--- config.mk ---
export PLATFORM = sky130hd
export DESIGN_NAME = ahb_master_arbiter
export DESIGN_NICKNAME = d
export VERILOG_FILES = /design/src/rtl/ahb_pkg.sv /design/src/rtl/arb_pick.sv /design/src/rtl/ahb_master_arbiter.sv
export SDC_FILE = /design/constraint.sdc
export NUM_CORES = 1
export LEC_CHECK = 0
export BUFFER_PORTS_ARGS = -buffer_cell sky130_fd_sc_hd__buf_2
export CORE_AREA = 2 2 110 112
export DETAILED_ROUTE_END_ITERATION = 10
export DIE_AREA = 0 0 112 114
export SLEW_MARGIN = 40
export SYNTH_ARGS = -nofsm -noshare
export SYNTH_HDL_FRONTEND = slang
export SYNTH_SLANG_ARGS = --single-unit
--- constraint.sdc ---
create_clock -name clk -period 2 [get_ports clk]
set_input_delay 0.3 -clock clk [delete_from_list [all_inputs] [get_ports clk]]
set_output_delay 0.3 -clock clk [all_outputs]
set_load 0.01 [all_outputs]
--- src/rtl/ahb_pkg.sv ---
// -----------------------------------------------------------------------------
// ahb_pkg
// Shared AHB-Lite encodings and types for the master arbiter slice.
//   - HTRANS encodings (IDLE/BUSY/NONSEQ/SEQ)
//   - HSIZE codes (BYTE/HALF/WORD)
//   - HRESP codes (OKAY/ERROR)
//   - mst_idx_t: master index type (up to four masters)
// -----------------------------------------------------------------------------
package ahb_pkg;

    typedef enum logic [1:0] {
        HTRANS_IDLE   = 2'b00,
        HTRANS_BUSY   = 2'b01,
        HTRANS_NONSEQ = 2'b10,
        HTRANS_SEQ    = 2'b11
    } htrans_e;

    typedef enum logic [2:0] {
        HSIZE_BYTE = 3'b000,
        HSIZE_HALF = 3'b001,
        HSIZE_WORD = 3'b010
    } hsize_e;

    typedef enum logic {
        HRESP_OKAY  = 1'b0,
        HRESP_ERROR = 1'b1
    } hresp_e;

    // Largest supported master count; the index type is sized for it.
    localparam int MAX_MASTERS = 4;

    typedef logic [1:0] mst_idx_t;

endpackage : ahb_pkg

--- src/rtl/arb_pick.sv ---
// -----------------------------------------------------------------------------
// arb_pick
// Combinational picker: chooses one requester from a request vector.
//   Build option ARB_ROUND_ROBIN_EN:
//     undefined -> fixed priority, master 0 highest (rr_ptr_i port absent)
//     defined   -> round-robin, search starts at rr_ptr_i
// Ports:
//   req_i     in   N_MASTERS  request vector, bit m = master m requesting
//   rr_ptr_i  in   2          round-robin search start (round-robin build only)
//   idx_o     out  2          chosen master; 0 when nobody requests
//   any_o     out  1          at least one master requests
// -----------------------------------------------------------------------------
module arb_pick
    import ahb_pkg::*;
#(
    parameter int N_MASTERS = 2
) (
    input  logic [N_MASTERS-1:0] req_i,
`ifdef ARB_ROUND_ROBIN_EN
    input  logic [1:0]           rr_ptr_i,
`endif
    output logic [1:0]           idx_o,
    output logic                 any_o
);

`ifdef ARB_ROUND_ROBIN_EN
    // Doubling the vector and shifting by the pointer rotates the requests so
    // that bit p corresponds to master (rr_ptr + p) mod N_MASTERS.
    logic [2*N_MASTERS-1:0] dbl;
    logic [2:0]             sum;

    always_comb begin
        dbl   = {req_i, req_i} >> rr_ptr_i;
        sum   = '0;
        idx_o = '0;
        any_o = |req_i;
        for (int p = N_MASTERS - 1; p >= 0; p--) begin
            if (dbl[p]) begin
                sum = {1'b0, rr_ptr_i} + 3'(p);
            end
        end
        if (sum >= 3'(N_MASTERS)) begin
            idx_o = 2'(sum - 3'(N_MASTERS));
        end else begin
            idx_o = sum[1:0];
        end
    end
`else
    always_comb begin
        idx_o = '0;
        any_o = |req_i;
        // Walk from the highest index down so the lowest requester wins.
        for (int m = N_MASTERS - 1; m >= 0; m--) begin
            if (req_i[m]) begin
                idx_o = 2'(m);
            end
        end
    end
`endif

endmodule : arb_pick

--- src/rtl/ahb_master_arbiter.sv ---
// -----------------------------------------------------------------------------
// ahb_master_arbiter
// Shares one AHB-Lite slave bus between N_MASTERS masters (core = master 0,
// DMA/debug = 1+). One address-phase owner is chosen per cycle; the data-phase
// owner is registered and exposed on hmaster/hmaster_vld.
//
// Handshake: a master's transfer is accepted when it drives NONSEQ/SEQ and its
// m_hready is 1 at the rising edge; a master whose m_hready is 0 must hold its
// address-phase signals. The bus side accepts an address phase when hready=1.
//
// Build option ARB_ROUND_ROBIN_EN: round-robin picker with rr_ptr state;
// undefined gives fixed priority (master 0 highest) and no rr_ptr.
//
// Ports:
//   clk, reset                 clock; asynchronous active-low reset
//   m_haddr/htrans/hwrite/hsize/hwdata   packed per-master inputs
//   m_hready, m_hresp          per-master ready / response
//   m_hrdata                   read data broadcast to all masters
//   haddr/htrans/hwrite/hsize/hwdata      bus address/data phase outputs
//   hrdata, hready, hresp      bus returns from the slave mux
//   hmaster, hmaster_vld       registered data-phase owner and valid
// -----------------------------------------------------------------------------
module ahb_master_arbiter
    import ahb_pkg::*;
#(
    parameter int N_MASTERS = 2,
    parameter int ADDR_W    = 32,
    parameter int DATA_W    = 32
) (
    input  logic                          clk,
    input  logic                          reset,
    input  logic [N_MASTERS*ADDR_W-1:0]   m_haddr,
    input  logic [N_MASTERS*2-1:0]        m_htrans,
    input  logic [N_MASTERS-1:0]          m_hwrite,
    input  logic [N_MASTERS*3-1:0]        m_hsize,
    input  logic [N_MASTERS*DATA_W-1:0]   m_hwdata,
    output logic [N_MASTERS-1:0]          m_hready,
    output logic [N_MASTERS-1:0]          m_hresp,
    output logic [DATA_W-1:0]             m_hrdata,
    output logic [ADDR_W-1:0]             haddr,
    output logic [1:0]                    htrans,
    output logic                          hwrite,
    output logic [2:0]                    hsize,
    output logic [DATA_W-1:0]             hwdata,
    input  logic [DATA_W-1:0]             hrdata,
    input  logic                          hready,
    input  logic                          hresp,
    output logic [1:0]                    hmaster,
    output logic                          hmaster_vld
);

    logic [N_MASTERS-1:0]   req;
    logic [MAX_MASTERS-1:0] req_pad;
    mst_idx_t               data_owner_q, data_owner_d;
    logic                   data_vld_q, data_vld_d;
    mst_idx_t               pick_idx, addr_owner;
    logic                   pick_any, sticky, addr_req;
    logic [1:0]             owner_trans;

`ifdef ARB_ROUND_ROBIN_EN
    mst_idx_t               rr_ptr_q, rr_ptr_d;
`endif

    // HTRANS[1] set means NONSEQ or SEQ; BUSY counts as idle.
    always_comb begin : req_c
        req = '0;
        for (int m = 0; m < N_MASTERS; m++) begin
            req[m] = m_htrans[2*m+1];
        end
    end

    arb_pick #(
        .N_MASTERS (N_MASTERS)
    ) u_pick (
        .req_i    (req),
`ifdef ARB_ROUND_ROBIN_EN
        .rr_ptr_i (rr_ptr_q),
`endif
        .idx_o    (pick_idx),
        .any_o    (pick_any)
    );

    // The current data-phase owner keeps the bus while it keeps requesting,
    // so a burst is never split. With hready=0 nothing here changes, which
    // freezes the grant for the whole wait state.
    always_comb begin : grant_c
        req_pad                = '0;
        req_pad[N_MASTERS-1:0] = req;
        sticky                 = data_vld_q & req_pad[data_owner_q];
        addr_owner             = sticky ? data_owner_q : pick_idx;
        addr_req               = sticky | pick_any;
    end

    always_comb begin : bus_mux_c
        haddr       = '0;
        hwrite      = 1'b0;
        hsize       = '0;
        owner_trans = HTRANS_IDLE;
        hwdata      = '0;
        for (int m = 0; m < N_MASTERS; m++) begin
            if (addr_owner == mst_idx_t'(m)) begin
                haddr       = m_haddr[m*ADDR_W +: ADDR_W];
                hwrite      = m_hwrite[m];
                hsize       = m_hsize[m*3 +: 3];
                owner_trans = m_htrans[m*2 +: 2];
            end
            if (data_vld_q && data_owner_q == mst_idx_t'(m)) begin
                hwdata = m_hwdata[m*DATA_W +: DATA_W];
            end
        end
        htrans = (reset && addr_req) ? owner_trans : HTRANS_IDLE;
    end

    // Losers that are requesting see hready low and hold their address.
    always_comb begin : master_resp_c
        m_hready = '0;
        m_hresp  = '0;
        for (int m = 0; m < N_MASTERS; m++) begin
            if (!reset) begin
                m_hready[m] = 1'b1;
            end else if (addr_owner == mst_idx_t'(m) ||
                         (data_vld_q && data_owner_q == mst_idx_t'(m))) begin
                m_hready[m] = hready;
            end else begin
                m_hready[m] = ~req[m];
            end
            if (data_vld_q && data_owner_q == mst_idx_t'(m)) begin
                m_hresp[m] = hresp;
            end else begin
                m_hresp[m] = HRESP_OKAY;
            end
        end
    end

    assign m_hrdata    = hrdata;
    assign hmaster     = data_owner_q;
    assign hmaster_vld = data_vld_q;

    always_comb begin : next_c
        data_owner_d = data_owner_q;
        data_vld_d   = data_vld_q;
        if (hready) begin
            data_owner_d = addr_owner;
            data_vld_d   = addr_req;
        end
    end

`ifdef ARB_ROUND_ROBIN_EN
    // Only a fresh (non-sticky) accepted grant moves the search start.
    always_comb begin : rr_next_c
        rr_ptr_d = rr_ptr_q;
        if (hready && addr_req && !sticky) begin
            if (addr_owner == mst_idx_t'(N_MASTERS - 1)) begin
                rr_ptr_d = '0;
            end else begin
                rr_ptr_d = addr_owner + mst_idx_t'(1);
            end
        end
    end

    always_ff @(posedge clk or negedge reset) begin : rr_q_ff
        if (!reset) begin
            rr_ptr_q <= '0;
        end else begin
            rr_ptr_q <= rr_ptr_d;
        end
    end
`endif

    always_ff @(posedge clk or negedge reset) begin : state_ff
        if (!reset) begin
            data_owner_q <= '0;
            data_vld_q   <= 1'b0;
        end else begin
            data_owner_q <= data_owner_d;
            data_vld_q   <= data_vld_d;
        end
    end

endmodule : ahb_master_arbiter

==> impl_metrics.tcl, run 1 <==
set metrics [dict create \
    outcome "complete, but fails checks" \
    violations "setup timing" \
    cts.sinks 3 \
    final_max_slew_viol_count 0 \
    dr.pass1.iters 4 \
    holdPathEnd "hmaster[1]" \
    critical_path_class "reg -> out" \
    drc_errors 0 \
    cts_tree "built" \
    cts-root-buf "clkbuf_16" \
    arrival_ps 1730 \
    reg2reg_from "hmaster[0]" \
    synth-edff-count 0 \
    grt_util_met1 0.0976 \
    synth_xor_xnor_area_share 0 \
    diodes 0 \
    hold_viol 0 \
    area_delta_synth_final_pct 106 \
    antenna_found_initial 0 \
    worstMarginPinSlew_ps 336 \
    setup_ws_ps -26.5 \
    hold_start "hready" \
    final_nets 542 \
    num_vias 1974 \
    synthTopCellsByArea "mux2_2 (29%), mux2i_1 (23%), buf_4 (17%), nor2_1 (9.8%), dfrtp_1 (5.4%)" \
    avgRoutedWirePerCell_um 15.0 \
    syn-mean-instance-area_um2 8.13 \
    finalNonFillerCells 512 \
    antenna_left 0 \
    synth_fa_ha_area_frac 0 \
    synthesis.nets 346 \
    top_usage_layer "met2" \
    ir_drop_mv 0.188 \
    timing.max_cap.violations 0 \
    report.power.total_mw 1.35 \
    yosys_warnings 0 \
    grt_start_max_net_pins 39 \
    netlist_instances 170 \
    layout-drive-gt1-share 0.753 \
    whs_path_depth 2 \
    synth-simple-area-share 0.142 \
    pin_count 285 \
    r2r_slack_ps 590 \
    synth_top_family_by_area "multiplexers" \
    met3_usage 0.0367 \
    syn_area_um2 1380 \
    hp-class "in -> reg" \
    min_period_over_period 1.01 \
    synth_cell_type_count 24 \
    dp_cells 500 \
    max-slew-margin-rel 0.773 \
    p_leak_nw 1.60 \
    core.rowCount 40 \
    yosys.area.top_type_share 0.285 \
    die_x_um 112 \
    crit_fanout 6 \
    nFillCells 1308 \
    clk_pin_slew_ps 30 \
    place_ws_ps 153 \
    synth_seq_cells 3 \
    cts_max_level 1 \
    synth_compound_area_frac 0.0371 \
    clockBufferDepth 2 \
    wl_mm 7.70 \
    fmax_mhz 493 \
    grtUsageTotal 0.101 \
    multi_input_area_um2 1060 \
    grt_pass1_wl_mm 9.94 \
    start_util 0.118 \
    port_buffers 220 \
    core_area_um2 11700 \
    seqCellArea_um2 76.3 \
    r2r_cells 5 \
    die_y_um 114 \
    reg2reg_to "hmaster[0]" \
    dieArea_um2 12800 \
    required_ps 1700 \
    rsz0062_at_grt "yes" \
    finalClockSkew_ps 0.296 \
    synthMuxAreaShare 0.533 \
    fin_setup_tns_ps -173 \
    grt_pass1_vias 1834 \
    drtIter0Drc 52 \
    yosysSeqAreaShare 0.0543 \
    synth_top_cell_by_area "mux2_2" \
    worst_setup_path_start_kind "register" \
    met2_usage 0.193 \
    dpl.hpwl_mm 6.26 \
    gp_congestion 0.753 \
    power.density_nw_per_um2 474 \
    clkLatencyLatePin_ps 220 \
    critPathCaptureType "output pin" \
    setup_viol 16 \
    holdWs_ps 339 \
    grt_overflow_total 0 \
    async_flop_share 1.00 \
    period_minus_slack_ps 2030 \
    numCtsBuffers 3 \
    synth-main-ff-cell "dfrtp_1" \
    vias_per_cell 3.86 \
]
[state kept, by name, indices dropped and copies added (netlist names)]
signal,flops
hmaster,2
hmaster_vld,1
[per-stage QoR]
| stage | utilization | area (um2) |
|---|---|---|
| after floorplan | - | 1380 |
| after global placement | 0.207 | 2430 |
| after detailed placement | 0.207 | 2430 |
| after CTS | 0.225 | 2630 |
| after global routing | 0.243 | 2840 |
| final | 0.243 | 2840 |
[critical path, stage by stage, from the launching register on]
cell and delay, ps:
dfrtp_1 360, nand4b_1 260, o21ai_4 190, clkbuf_16 220, mux2_2 340, buf_6 120
[cell type report]
type	instances	share of cell area
inverter	3	0.00396
multi-input combinational	121	0.372
sequential	3	0.0269
tap	147	0.0647
timing repair buffer	234	0.505
clock buffer	4	0.0277
[power breakdown]
part	switching [mW]	internal (mW)	total, mW
Clock	0.0515	0.263	0.314
Combinational	0.428	0.534	0.962
Sequential	0.00512	0.0665	0.0716
Total	0.484	0.863	1.35
[cell usage after synthesis (2+ instances only)]
cell type / count
inv_1: 3
nor2b_1: 3
mux2_2: 35
buf_2: 4
mux2i_1: 32
buf_6: 2
and3_1: 2
mux2_1: 2
buf_4: 32
nor2_1: 36
dfrtp_1: 3
clkbuf_1: 4
[worst max path at each step]
stage	startpoint	endpoint	cells past startpoint
after global placement	hmaster[1]	hsize[2]	5
final	hmaster[1]	haddr[21]	5
after CTS	hmaster[1]	hwrite	5
after floorplan	hmaster[1]	haddr[12]	4
after detailed placement	hmaster[1]	haddr[30]	5
after global routing	hmaster[1]	haddr[1]	5
[metal layers]
metal | part of all wire | vias to the layer above
met5 | 0 | -
met4 | 0.032 | 0
met3 | 0.12 | 26
met2 | 0.52 | 162
met1 | 0.34 | 844
li1 | - | 942
[cells by family (layout without fill, tap and decap cells)]
logic type | Yosys count | after routing
multiplexers | 69 | 69
AND/OR/NAND/NOR | 46 | 46
buffers and inverters | 46 | 241
AO/OA/AOI/OAI | 6 | 6
flip-flops | 3 | 3
[cells in the final DEF (no fill, tap or decap), types with 2 or more instances in the layout]
cell type / netlist / final
mux2_4: 0 / 19
clkbuf_16: 0 / 4
dfrtp_1: 3 / 2
mux2_2: 35 / 18
buf_12: 0 / 2
buf_2: 4 / 193
buf_4: 32 / 7
buf_6: 2 / 29
and3_1: 2 / 2
nor2_1: 36 / 36
mux2i_1: 32 / 32
nor2b_1: 3 / 3
inv_1: 3 / 3
[repair_timing]
action	CTS	global route
setup endpoints to repair	36	36
endpoints found under the hold margin	3	0
pin swaps	0	0
resized for setup	15	36
cloned	1	2
hold buffers	1	0
buffers inserted	3	2
(Power assumes the default switching activity.)
==> run 2: changes to the inputs <==
--- a/config.mk
+++ b/config.mk
@@ -6,10 +6,11 @@
 export NUM_CORES = 1
 export LEC_CHECK = 0
 export BUFFER_PORTS_ARGS = -buffer_cell sky130_fd_sc_hd__buf_2
-export CORE_AREA = 2 2 110 112
+export CORE_AREA = 2 2 109 111
 export DETAILED_ROUTE_END_ITERATION = 10
-export DIE_AREA = 0 0 112 114
+export DIE_AREA = 0 0 111 113
 export SLEW_MARGIN = 40
 export SYNTH_ARGS = -nofsm -noshare
 export SYNTH_HDL_FRONTEND = slang
+export SYNTH_HIERARCHICAL = 1
 export SYNTH_SLANG_ARGS = --single-unit
==> run 2 against run 1 <==
Against the previous run: highest routed layer unchanged; worst setup slack worse by 6.0 ps; largest power group unchanged; wire length up 36%; the run still ends with setup timing left; fmax down 0.29%; worst hold slack worse by 3.4 ps; power up 41%; final cell count up 21%; sequential share of layout area down 0.58 points; core utilization up 9.0 points; critical path depth unchanged; die area down 1.8%.
==> impl_metrics.tcl, run 2 <==
set metrics [dict create \
    path_cells "and3b_4 > clkbuf_16 > o2111ai_2 > a21oi_2 > buf_2" \
    clkLatencyLatePin_ps 230 \
    period_minus_slack_ps 2030 \
    antenna_left 0 \
    vias_per_cell 5.18 \
    setup_viol 14 \
    syn-mean-instance-area_um2 7.33 \
    critical_path_class "reg -> out" \
    required_ps 1700 \
    avgRoutedWirePerCell_um 16.8 \
    die_x_um 111 \
    crit_fanout 8 \
    diodes 0 \
    final_cell_mix "buf_2 (219), o2111ai_1 (60), mux2i_1 (34)" \
    finalClockSkew_ps 0.193 \
    reg2reg_from "hmaster_vld" \
    area_delta_synth_final_pct 72.9 \
    outcome "complete, but fails checks" \
    clockBufferDepth 2 \
    wl_mm 10.5 \
    hold_viol 0 \
    rsz0062_at_grt "yes" \
    place_ws_ps 89.7 \
    synthTopCellsByArea "o2111ai_1 (30%), mux2i_1 (16%), buf_4 (13%), a21oi_1 (8.8%), nor2_1 (5.7%)" \
    holdWs_ps 336 \
    synth-edff-count 0 \
    r2r_slack_ps 640 \
    crit_start "hmaster[1]" \
    grt_pass1_wl_mm 13.5 \
    max-slew-margin-rel 0.180 \
    p_leak_nw 1.79 \
    clk_pin_slew_ps 30 \
    finalNonFillerCells 622 \
    synth_seq_cells 3 \
    synth_fa_ha_area_frac 0 \
    grt_overflow_total 0 \
    cts_tree "built" \
    synthesis.nets 472 \
    core.rowCount 39 \
    path_buf_inv 2 \
    grtUsageTotal 0.127 \
    grt_pass1_vias 2767 \
    netlist_instances 296 \
    synth-main-ff-cell "dfrtp_1" \
    ys_top_cells_by_count "o2111ai_1 (74), a21oi_1 (38), buf_4 (38)" \
    synth_cell_type_count 30 \
    timing.max_cap.violations 0 \
    grt_start_max_net_pins 41 \
    hp-class "in -> reg" \
    drtIter0Drc 395 \
    largest_reg_flops 2 \
    placed_area_um2 3150 \
    cts.sinks 3 \
    dp_cells 601 \
    critPathTopFamily "flip-flops" \
    port_buffers 220 \
    fmax_mhz 492 \
    cp.depth 5 \
    fin_area_um2 3750 \
    die_y_um 113 \
    dpl.hpwl_mm 7.22 \
    dr.pass1.iters 4 \
    numCtsBuffers 3 \
    cts-root-buf "clkbuf_16" \
    core_area_um2 11300 \
    yosys_warnings 6 \
    worstMarginPinSlew_ps 1230 \
    setup_ws_ps -32.5 \
    antenna_found_initial 0 \
    synth_compound_area_frac 0.432 \
    r2r_cells 5 \
    synth-simple-area-share 0.118 \
    worst_setup_path_start_kind "register" \
    cts_max_level 1 \
    synth_top_family_by_area "compound AO/OA/AOI/OAI gates" \
    layout-drive-gt1-share 0.628 \
    critical_path.slowest_cell "dfrtp_2" \
    drc_errors 0 \
    post-route-util 0.333 \
    critPathCaptureType "output pin" \
    async_flop_share 1.00 \
    yosys.area.top_type_share 0.299 \
    dieArea_um2 12500 \
    final_nets 656 \
    power.density_nw_per_um2 506 \
    ir_drop_mv 0.492 \
    final_max_slew_viol_count 0 \
    num_vias 3224 \
    endpoint "haddr[30]" \
    reg2reg_to "hmaster[0]" \
    syn_area_um2 2170 \
    synth_xor_xnor_area_share 0 \
    start_util 0.192 \
    final_common_cell "buf_2" \
    gp_congestion 0.943 \
    crit_path_max_incr_delay_ps 440 \
    pin_count 285 \
    yosysSeqAreaShare 0.0346 \
    violations "setup timing" \
    synth_most_common_cell "o2111ai_1" \
    min_period_over_period 1.02 \
    arrival_ps 1730 \
    synth_top_cell_by_area "o2111ai_1" \
    synthMuxAreaShare 0.169 \
]
-- run 2: changes by cell type in the layout (fill, tap and decap cells not counted), moves of 7 or more --
| cell | before | now |
|---|---|---|
| buf_4 | 7 | 14 |
| buf_2 | 193 | 219 |
| mux2_2 | 18 | 1 |
| o2111ai_1 | 0 | 60 |
| o2111ai_2 | 0 | 8 |
| a21oi_1 | 1 | 23 |
| mux2_4 | 19 | 1 |
| buf_6 | 29 | 9 |
| a21oi_2 | 0 | 15 |
-- run 2: through the flow --
stage / total power, mW / TNS, ps
after CTS: 1.65 / 0
after detailed placement: 1.31 / 0
after floorplan: 0.916 / 0
after global placement: 1.29 / 0
after global routing: 2.00 / -1270
final: 1.90 / -122
-- run 2: area by class of cell --
cell class | count | area [um2]
sequential | 3 | 78.8
multi-input combinational | 212 | 1840
fill | 1188 | 7520
tap | 143 | 179
inverter | 6 | 22.5
timing repair buffer | 254 | 1550
clock buffer | 4 | 78.8
-- run 2: worst min path at each step --
stage                     startpoint     endpoint  slack, ps  cells after the start
final                         hready  hmaster_vld        340                      3
after global routing          hready  hmaster_vld        360                      3
after CTS                     hready  hmaster_vld        340                      3
after detailed placement       reset  hmaster_vld        120                      1
after global placement         reset  hmaster_vld        120                      1
after floorplan                reset   hmaster[0]          4                      0
-- run 2: logic make-up after synthesis --
| group | after synthesis |
|---|---|
| flip-flops | 3 |
| AO/OA/AOI/OAI | 123 |
| multiplexers | 36 |
| other | 1 |
| AND/OR/NAND/NOR | 51 |
| buffers and inverters | 82 |
-- run 2: where the power goes --
group          switching (mW)  internal [mW]
Combinational           0.787          0.686
Clock                  0.0630          0.264
Sequential             0.0248         0.0724
-- run 2: worst register-to-register path, stage by stage (launching register included) --
cell and delay, ps:
dfrtp_2 460, and3b_2 280, buf_4 160, buf_4 120
o21ai_0 120, o21ai_0 90
-- run 2: timing repair --
item,4_1_cts,5_1_grt
gates resized for setup,5,48
hold buffers,1,0
setup buffers,1,6
pin swaps,1,19
gates cloned,0,9
endpoints found under the hold margin,3,0
setup endpoints to repair,29,28
-- run 2: routing by layer --
metal  GRT usage  part of all wire  vias to the layer above
met5           0                 0                        -
met4      0.0450             0.017                        0
met3      0.0155             0.085                       27
met2       0.232              0.50                      208
met1       0.153              0.40                     1479
li1            -                 -                     1510
==> run 3: changes to the inputs <==
==> constraint.sdc (replaced) <==
create_clock -name clk -period 2 [get_ports clk]
set_input_delay 0.2 -clock clk [delete_from_list [all_inputs] [get_ports clk]]
set_output_delay 0.2 -clock clk [all_outputs]
set_load 0.01 [all_outputs]
==> run 3 against run 2 <==
Against the previous run: the flow now finishes without violations; fmax increased by 3.9%; flip-flop and latch count unchanged; power decreased by 13%; register-to-register slack improved by 50 ps; cell area decreased by 13%; wire length decreased by 11%; sequential power increased by 2%; clock-buffer cell count unchanged; clock skew about the same; global-route usage increased by 0.21 points; die area unchanged; worst hold slack got worse by 67 ps.
==> impl_metrics.tcl, run 3 (same netlist as run 2, synthesis figures left out) <==
set metrics [dict create \
    outcome "completed" \
    required_ps 1800 \
    hold_viol 0 \
    arrival_ps 1760 \
    min_period_over_period 0.978 \
    period_minus_slack_ps 1960 \
    core_area_um2 11300 \
    start_util 0.192 \
    antenna_left 0 \
    cts.sinks 3 \
    vias_per_cell 5.17 \
    p_int_mw 0.890 \
    critPathTopFamily "flip-flops" \
    post-route-util 0.289 \
    routed.top_layer "met4" \
    reg2reg_from "hmaster[0]" \
    power_frac_comb 0.747 \
    avgRoutedWirePerCell_um 15.4 \
    swShare 0.461 \
    finalClockSkew_ps 0.176 \
    timing.max_cap.violations 0 \
    holdPathEnd "hmaster_vld" \
    clockBufferDepth 2 \
    critical_path.slowest_cell "dfrtp_2" \
    grt_overflow_total 0 \
    r2r_slack_ps 690 \
    antenna_found_initial 0 \
    dr.pass1.iters 5 \
    largest_reg_flops 2 \
    path_buf_inv 2 \
    num_vias 3124 \
    cts_max_level 1 \
    hp-class "in -> reg" \
    dieArea_um2 12500 \
    p_leak_nw 1.62 \
    grt_pass1_wl_mm 13.9 \
    crit_path_max_incr_delay_ps 470 \
    crit_start "hmaster_vld" \
    clkLatencyLatePin_ps 220 \
    max-slew-margin-rel 0.350 \
    area_delta_synth_final_pct 50.3 \
    power.clock.fraction 0.193 \
    whs_path_depth 3 \
    ir_drop_mv 0.417 \
    wl_met2_mm 4.65 \
    reg2reg_to "hmaster[0]" \
    grt_start_max_net_pins 38 \
    diodes 0 \
    drtIter0Drc 260 \
    switchingPower_mw 0.761 \
    worstMarginPinSlew_ps 972 \
    final_cell_mix "buf_2 (220), o2111ai_1 (74), a21oi_1 (38)" \
    clk_pin_slew_ps 30 \
    gp_congestion 0.920 \
    core.rowCount 39 \
    final_common_cell "buf_2" \
    dpl.hpwl_mm 7.27 \
    wl_mm 9.33 \
    crit_fanout 10 \
    wl_met1_mm 3.71 \
    rsz0062_at_grt "no" \
    pin_count 285 \
    cts-root-buf "clkbuf_16" \
    setup_viol 0 \
    fmax_mhz 511 \
    port_buffers 220 \
    r2r_cells 4 \
    wl_met3_um 822 \
    path_cells "and3b_2 > buf_4 > o32ai_2 > mux2i_1 > buf_2" \
    worst_setup_path_start_kind "register" \
    power.density_nw_per_um2 506 \
    die_x_um 111 \
    hold_start "hready" \
    numCtsBuffers 3 \
    drc_errors 0 \
    final_max_slew_viol_count 0 \
    p_seq_frac 0.060 \
    grtUsageTotal 0.129 \
    die_y_um 113 \
    final_nets 638 \
    grt_pass1_vias 2872 \
    fin_setup_tns_ps 0 \
    critPathCaptureType "output pin" \
    cts_tree "built" \
    layout-drive-gt1-share 0.549 \
    critical_path_class "reg -> out" \
]
## run 3: worst max-delay path by stage
stage,slack (ps),depth (start not counted),to
after floorplan,440,5,htrans[1]
after global placement,260,5,hsize[1]
after detailed placement,190,5,hsize[1]
after CTS,20,5,haddr[11]
after global routing,4,5,m_hready[0]
final,40,5,m_hready[0]
## run 3: through the flow
stage               cells  hold WS, ps  cell area [um2]  power (mW)  setup WS (ps)
floorplan             296        -95.6             2170       0.916            441
global placement      597         20.1             3120        1.28            260
detailed placement    597         20.8             3120        1.29            190
global route          604          302             3260        1.77           3.84
finish                604          269             3260        1.65           43.7
CTS                   602          263             3220        1.62           18.8
## run 3: power by group through the flow
| stage | Sequential (mW) | Combinational (mW) | Clock [mW] |
|---|---|---|---|
| 2_1_floorplan | 0.0885 | 0.827 | 0 |
| 3_3_place_gp | 0.0927 | 1.18 | 0 |
| 3_5_place_dp | 0.0972 | 1.20 | 0 |
| 4_1_cts | 0.0966 | 1.20 | 0.323 |
| 5_1_grt | 0.102 | 1.34 | 0.327 |
| 6_report | 0.0991 | 1.23 | 0.318 |
## run 3: cell type report
class	instances	area, um2
Multi-Input combinational cell	211	1570
Clock buffer	4	78.8
Timing Repair Buffer	237	1330
Inverter	6	22.5
Sequential cell	3	78.8
Fill cell	1232	8010
Tap cell	143	179
## run 3: what timing repair did
item | CTS | global route
pin swaps | 0 | 1
cloned | 0 | 1
gates resized for setup | 2 | 4
setup buffers | 0 | 1
hold buffers | 1 | 0
endpoints found under the hold margin | 3 | 0
setup endpoints to repair | 17 | 37
## run 3: routing by layer
| layer | vias up | track usage |
|---|---|---|
| met3 | 29 | 0.0246 |
| met4 | 0 | 0.0358 |
| li1 | 1462 | - |
| met1 | 1417 | 0.156 |
| met5 | - | 0 |
| met2 | 216 | 0.234 |
## run 3: tightest hold or removal path, cell delays in order
cell	delay, ps
buf_2	120
nand2_1	60
o21ai_0	70
